<file path="src/rtl/logic_pipe_i8.sv">
// -----------------------------------------------------------------------------
// logic_pipe_i8
//
// Pipelined bitwise logic unit with a valid/ready handshake on both sides.
// A request (op, a, b) is evaluated combinationally at accept time. The result
// then travels through STAGES registered stages, each of which has a valid bit.
// The last stage drives y/out_valid. A sticky OR-accumulator (op 7) is updated
// on the same edge that accepts the request, so back-to-back op 7 requests
// chain. Full throughput is one result per cycle, and bubbles collapse.
//
// Parameters
//   WIDTH   operand/result width in bits
//   STAGES  number of pipeline registers between accept and out_valid (1..4)
//
// Ports
//   clock      in   clock, all state updates on posedge
//   reset      in   synchronous, active-high; discards in-flight results
//   in_valid   in   request present
//   in_ready   out  unit can accept a request this cycle (depends on out_ready)
//   op         in   operation select, sampled together with a/b at accept
//   a, b       in   operands
//   out_valid  out  y holds a result
//   out_ready  in   consumer takes y this cycle
//   y          out  result (holds its last value while out_valid=0)
//   acc        out  registered accumulator value
// -----------------------------------------------------------------------------
module logic_pipe_i8 #(
    parameter int WIDTH  = 8,
    parameter int STAGES = 2
) (
    input  logic             clock,
    input  logic             reset,
    input  logic             in_valid,
    output logic             in_ready,
    input  logic [2:0]       op,
    input  logic [WIDTH-1:0] a,
    input  logic [WIDTH-1:0] b,
    output logic             out_valid,
    input  logic             out_ready,
    output logic [WIDTH-1:0] y,
    output logic [WIDTH-1:0] acc
);

    localparam logic [2:0] OP_AND   = 3'd0;
    localparam logic [2:0] OP_OR    = 3'd1;
    localparam logic [2:0] OP_XOR   = 3'd2;
    localparam logic [2:0] OP_NAND  = 3'd3;
    localparam logic [2:0] OP_NOR   = 3'd4;
    localparam logic [2:0] OP_XNOR  = 3'd5;
    localparam logic [2:0] OP_ANDN  = 3'd6;
    localparam logic [2:0] OP_ACCOR = 3'd7;

    // Stage 0 is the accept register; stage STAGES-1 drives the outputs.
    logic [STAGES-1:0] valid_q;
    logic [STAGES-1:0] valid_d;
    logic [WIDTH-1:0]  data_q [STAGES];
    logic [WIDTH-1:0]  data_d [STAGES];

    logic [WIDTH-1:0]  acc_q;
    logic [WIDTH-1:0]  acc_d;

    // load[i]: stage i takes its predecessor's contents at the next edge
    logic [STAGES-1:0] load;
    logic              accept;
    logic [WIDTH-1:0]  acc_or;
    logic [WIDTH-1:0]  result;

    // A stage may load when it is empty or when its own contents move on.
    // Unrolled from the output backwards, that is: the consumer takes y, or
    // there is an empty slot at or after this stage. Building it from a
    // running "hole seen" flag keeps the chain free of self-referencing bits.
    always_comb begin : load_chain
        logic hole;
        hole = 1'b0;
        load = '0;
        for (int i = STAGES - 1; i >= 0; i--) begin
            hole    = hole | ~valid_q[i];
            load[i] = out_ready | hole;
        end
    end

    // in_ready depends only on pipeline state and out_ready, never on in_valid.
    assign in_ready = load[0];
    assign accept   = in_valid & in_ready;

    // The accumulator value that an accepted op 7 produces. It is shared by
    // the result path and the acc update so that both always agree.
    assign acc_or = acc_q | a | b;

    always_comb begin
        result = '0;
        case (op)
            OP_AND:   result = a & b;
            OP_OR:    result = a | b;
            OP_XOR:   result = a ^ b;
            OP_NAND:  result = ~(a & b);
            OP_NOR:   result = ~(a | b);
            OP_XNOR:  result = ~(a ^ b);
            OP_ANDN:  result = a & ~b;
            OP_ACCOR: result = acc_or;
            default:  result = '0;
        endcase
    end

    // acc moves only on an accepted op 7; stalls and deliveries leave it alone.
    always_comb begin
        acc_d = acc_q;
        if (accept && (op == OP_ACCOR)) begin
            acc_d = acc_or;
        end
    end

    // Stage next-state. Data registers only update when real data arrives, so
    // y keeps its last value once the pipe drains.
    always_comb begin
        valid_d = valid_q;
        for (int i = 0; i < STAGES; i++) begin
            data_d[i] = data_q[i];
        end

        if (load[0]) begin
            valid_d[0] = in_valid;
            if (in_valid) begin
                data_d[0] = result;
            end
        end

        for (int i = 1; i < STAGES; i++) begin
            if (load[i]) begin
                valid_d[i] = valid_q[i-1];
                if (valid_q[i-1]) begin
                    data_d[i] = data_q[i-1];
                end
            end
        end
    end

    always_ff @(posedge clock) begin
        if (reset) begin
            valid_q <= '0;
            acc_q   <= '0;
            for (int i = 0; i < STAGES; i++) begin
                data_q[i] <= '0;
            end
        end else begin
            valid_q <= valid_d;
            acc_q   <= acc_d;
            for (int i = 0; i < STAGES; i++) begin
                data_q[i] <= data_d[i];
            end
        end
    end

    assign out_valid = valid_q[STAGES-1];
    assign y         = data_q[STAGES-1];
    assign acc       = acc_q;

endmodule

</file>
<file path="config.mk">
export PLATFORM = sky130hd
export DESIGN_NAME = logic_pipe_i8
export DESIGN_NICKNAME = d
export VERILOG_FILES = /design/src/rtl/logic_pipe_i8.sv
export SDC_FILE = /design/constraint.sdc
export NUM_CORES = 1
export LEC_CHECK = 0
export ABC_AREA = 1
export BUFFER_PORTS_ARGS = -buffer_cell sky130_fd_sc_hd__buf_2
export CAP_MARGIN = 25
export CORE_MARGIN = 4
export CORE_UTILIZATION = 50
export CTS_BUF_LIST = sky130_fd_sc_hd__clkbuf_16
export DETAILED_ROUTE_END_ITERATION = 10
export GPL_TIMING_DRIVEN = 0
export PLACE_DENSITY = 0.76
export SKIP_CTS_REPAIR_TIMING = 1
export SYNTH_ARGS = -nofsm -noshare
export SYNTH_HDL_FRONTEND = slang
export SYNTH_SLANG_ARGS = --single-unit
</file>
<file path="constraint.sdc">
create_clock -name clock -period 1.4 [get_ports clock]
set_clock_uncertainty 0.2 [all_clocks]
set_input_delay 0.42 -clock clock [delete_from_list [all_inputs] [get_ports clock]]
set_output_delay 0.42 -clock clock [all_outputs]
set_load 0.005 [all_outputs]
</file>
Word level (Yosys, flattened, before mapping)
Memories as Yosys holds them, arrays and structs flattened.
Cells that the tools add are included.
Widths: inputs -> output; s select.

storage, ports and cells
  register bits after elaboration = 10
  memories = 1
  bits in writable memories = 16
  logic and storage cells = 41

memories
  name    words  bits a word  read ports  clocked after Yosys merged registers in  wr ports  RTL line  text
  data_q  2      8            2           0                                        2         56        logic [WIDTH-1:0] data_q [STAGES];

operators by class
  muxes and demuxes = 10
  bitwise logic cells = 18
  reductions and logical operators = 2
  eq/ne operators = 7

operators by type and width
  operator            count
  $pmux 8 s8          1
  $mux 8              6
  $not 8->8           4
  $or 8x8->8          3
  $and 8x8->8         2
  $eq 3x3->1 const B  4
  $xor 8x8->8         1
  $eq 3x2->1 const B  2
  $or 1x1->1          5
  $eq 3x1->1 const B  1
  $logic_not 3->1     1
  $mux 1              3
  $not 1->1           2
  $and 1x1->1         1
  $logic_and 1x1->1   1

Longest topological paths before layout
  depth after elaboration = 6
  depth in mapped cells = 9
  depth with buffers taken out = 9

Least setup slack after synthesis
OpenSTA, ideal clock, no wires.

  path type = input to register
  start point = input op[1]
  end point = memory data_q[0][1]
  data required time = 1.067 ns
  library setup time = 0.133 ns
  stages = 7
  path buffers = 1
  arrival = 1.262 ns
  setup slack = -0.195 ns
  cells stage by stage = buf_6 > nor2_2 > nand2_2 > inv_1 > a21oi_1 > nand2_1 > a21oi_2

RTL lines
  what                RTL line  text
  start: declaration  35        input logic [2:0] op,
  end: declaration    56

Worst setup path after layout
  start point = register valid_q[0]
  end point = output in_ready

on the way
  word-level cells in the longest chain between the ends = 3

ends and longest elaborated chain
  what                      RTL line  text
  start: declaration        54        logic [STAGES-1:0] valid_q;
  start signal: assignment  146       valid_q <= valid_d;
  $not 1->1                 77        hole = hole | ~valid_q[i];
  $or 1x1->1                77
  $or 1x1->1                78        load[i] = out_ready | hole;
  end: declaration          34        output logic in_ready,

Every way passes these cells.

==> Flow_metrics.wiki <==
{| class="wikitable"
! Metric !! Value
|-
| Worst min path class || register to register
|-
| P&R area growth vs syn || 40.3%
|-
| Count of standard-cell rows || 23
|-
| Clock-pin slew on the worst setup and hold paths || 70 ps
|-
| Min-delay src || data_q[0][6]$_SDFFE_PP0P_
|-
| Number of nets still failing antenna checks after routing || 0
|-
| Clock sink total || 26
|-
| Number of I/O pins || 41
|-
| # setup viols final || 8
|-
| Crit Reg-Reg Startpoint || valid_q[0]$_SDFFE_PP0N_
|-
| Syn nets || 362
|-
| Detailed-router iteration count before antenna repair || 5
|-
| Final cell utilization of the core || 0.734
|-
| Slew headroom || 0.762
|-
| Status || finished with violations
|-
| Buffer type at the clock tree root || clkbuf_16
|-
| Launch point of the worst path || valid_q[0]$_SDFFE_PP0N_
|-
| Reg area || 534 um^2
|-
| Unrepaired setup endpoints after global routing || true
|-
| Fraction of layout instances using a drive strength above 1 || 0.405
|-
| Wirelength per Cell || 16.0 um
|-
| CP Max Fanout || 4
|-
| Commonest cells after routing, fill and taps aside || nand2_1, inv_1, buf_2, nor2_1, a21oi_1
|-
| Mapped Area || 2110 um^2
|-
| Max-cap violation count || 0
|-
| Effective utilization at floorplan || 0.524
|-
| Max frequency || 683 MHz
|-
| Ys Warns || 0
|-
| Final critical delay including setup and external delays || 1460 ps
|-
| Share of synthesized area occupied by flip-flops and latches || 0.247
|-
| Req. time, crit path || 780 ps
|-
| Largest cells by area after synthesis || dfxtp_1, nand2_1, ha_1
|-
| Number of antenna violations at the first check in global routing || 0
|-
| H-tree lvl count || 1
|-
| Worst-margin pin slew || 356 ps
|-
| TritonCTS clock tree || done
|-
| Overall routing resource usage || 0.204
|-
| Post-DP HPWL || 3840 um
|-
| Maximum count of clock buffers along a single path || 2
|-
| Violations in the final reports || setup timing
|-
| Worst IR drop on VDD || 570 uV
|-
| Die W || 73.0 um
|-
| Data arrival time of the critical path || 840 ps
|-
| Commonest non-fill, non-tap cell in the layout || nand2_1
|-
| Global placer's final weighted congestion || 0.890
|-
| Synthesized instance count || 315
|-
| Crit Path Class || register to primary output
|-
| Input/output buffers || 39
|-
| Violation count after the first detailed-route iteration || 288
|-
| Leakage power || 1.39 nW
|-
| Number of antenna cells inserted || 0
|-
| Crit path capture type || primary output
|-
| Via count of the first global-routing pass || 1926
|-
| Wirelength, routed || 6610 um
|-
| Startpoint Class || register
|-
| Routed via count divided by cell count || 5.60
|-
| Largest area contributor in the synthesized netlist || dfxtp_1
|-
| Vias after detailed routing || 2314
|-
| Final Cycle Share || 1.05
|-
| Sum of internal, switching and leakage power || 2.08 mW
|-
| Post-synthesis sequential element count || 26
|-
| Global-route wire length before repair || 8560 um
|-
| NumNets Final || 411
|-
| Per-instance average area after synthesis || 6.70 um^2
|-
| DRC Markers || 0
|-
| Overflow after GRT || 0
|-
| Number of hold violations in the final report || 0
|-
| P per Cell Area || 702 nW/um^2
|-
| Largest net degree at the start of global routing || 15
|-
| Setup slack of the most critical reg-to-reg path || -20 ps
|-
| Number of buffers added by the clock tree synthesis step || 3
|-
| Floorplan die area || 5320 um^2
|-
| Die height || 73.0 um
|-
| Core region area || 4030 um^2
|-
| Number of inserted filler cells in the final layout || 325
|-
| Worst hold slack after final layout || 257 ps
|-
| Area share of the largest cell type after synthesis || 0.247
|-
| Clock network latency to the later pin of the worst-skew pair || 260 ps
|-
| Footprint of the multi-input gates || 1580 um^2
|-
| Distinct cell type count after synthesis || 23
|-
| Worst setup margin || -64.4 ps
|-
| Final Slew Violations || 0
|}
## worst max-delay path, stage by stage, from the launching register on
cell and delay [ps]:
dfxtp_2 350, nand3_4 100, buf_6 130
## logic make-up (layout without fill, tap and decap cells)
logic type      count (synthesis)  in the layout  share of synthesized area
buf+inv                        67            113                      0.144
fa+ha+maj                      24             24                      0.142
compound gates                 40             40                      0.131
simple gates                  158            160                      0.336
flops                          26             26                      0.247
## final cells by class
| cell class | instances | share of cell area |
|---|---|---|
| multi-input combinational | 224 | 0.534 |
| sequential | 26 | 0.181 |
| timing repair buffer | 50 | 0.140 |
| inverter | 49 | 0.0672 |
| buffer | 10 | 0.0304 |
| clock buffer | 3 | 0.0254 |
| tap | 50 | 0.0211 |
| clock inverter | 1 | 0.00127 |
## sequential cells by signal, summed over array words and instances, names as in the netlist
signal	count
data_q	16
acc	8
valid_q	2
## synthesized netlist by cell type, drive strengths merged
| master | instances |
|---|---|
| a21oi | 26 |
| nand3b | 1 |
| o21ai | 6 |
| clkbuf | 4 |
| nand2 | 93 |
| nor2 | 26 |
| a211oi | 2 |
| nand4 | 18 |
| a221oi | 6 |
| buf | 14 |
| ha | 24 |
| inv | 49 |
| dfxtp | 26 |
| nand3 | 20 |
## power by group
| group | leakage [nW] | internal [mW] | switching, mW | total [mW] |
|---|---|---|---|---|
| registers | 0.217 | 0.775 | 0.0217 | 0.797 |
| logic | 1.14 | 0.259 | 0.375 | 0.634 |
| clock network | 0.0385 | 0.383 | 0.264 | 0.647 |
| total | 1.39 | 1.42 | 0.661 | 2.08 |
## worst paths after layout
kind                                end  cells past startpoint
max                            in_ready                      2
min          data_q[0][14]$_SDFFE_PP0P_                      2
max reg2reg   data_q[0][6]$_SDFFE_PP0P_                      6
min reg2reg  data_q[0][14]$_SDFFE_PP0P_                      2
## layer usage
| layer | GRT usage | vias to the layer above | routed length (um) |
|---|---|---|---|
| met4 | 0.0512 | 0 | 156 |
| met3 | 0.0289 | 27 | 553 |
| met5 | 0 | - | 0 |
| li1 | - | 1115 | - |
| met1 | 0.251 | 1042 | 2550 |
| met2 | 0.372 | 130 | 3340 |
## through the flow
step                instance area (um^2)  std cells  setup WS (ps)  TNS, ps
detailed placement                  2420        404           -390    -9310
floorplan                           2170        315          -21.1     -248
global route                        2960        413           -153     -788
finish                              2960        413          -64.4     -247
CTS                                 2500        408           -150    -2750
global placement                    2420        404           -381    -8570
No activity file was read; power rests on OpenSTA's default activity.
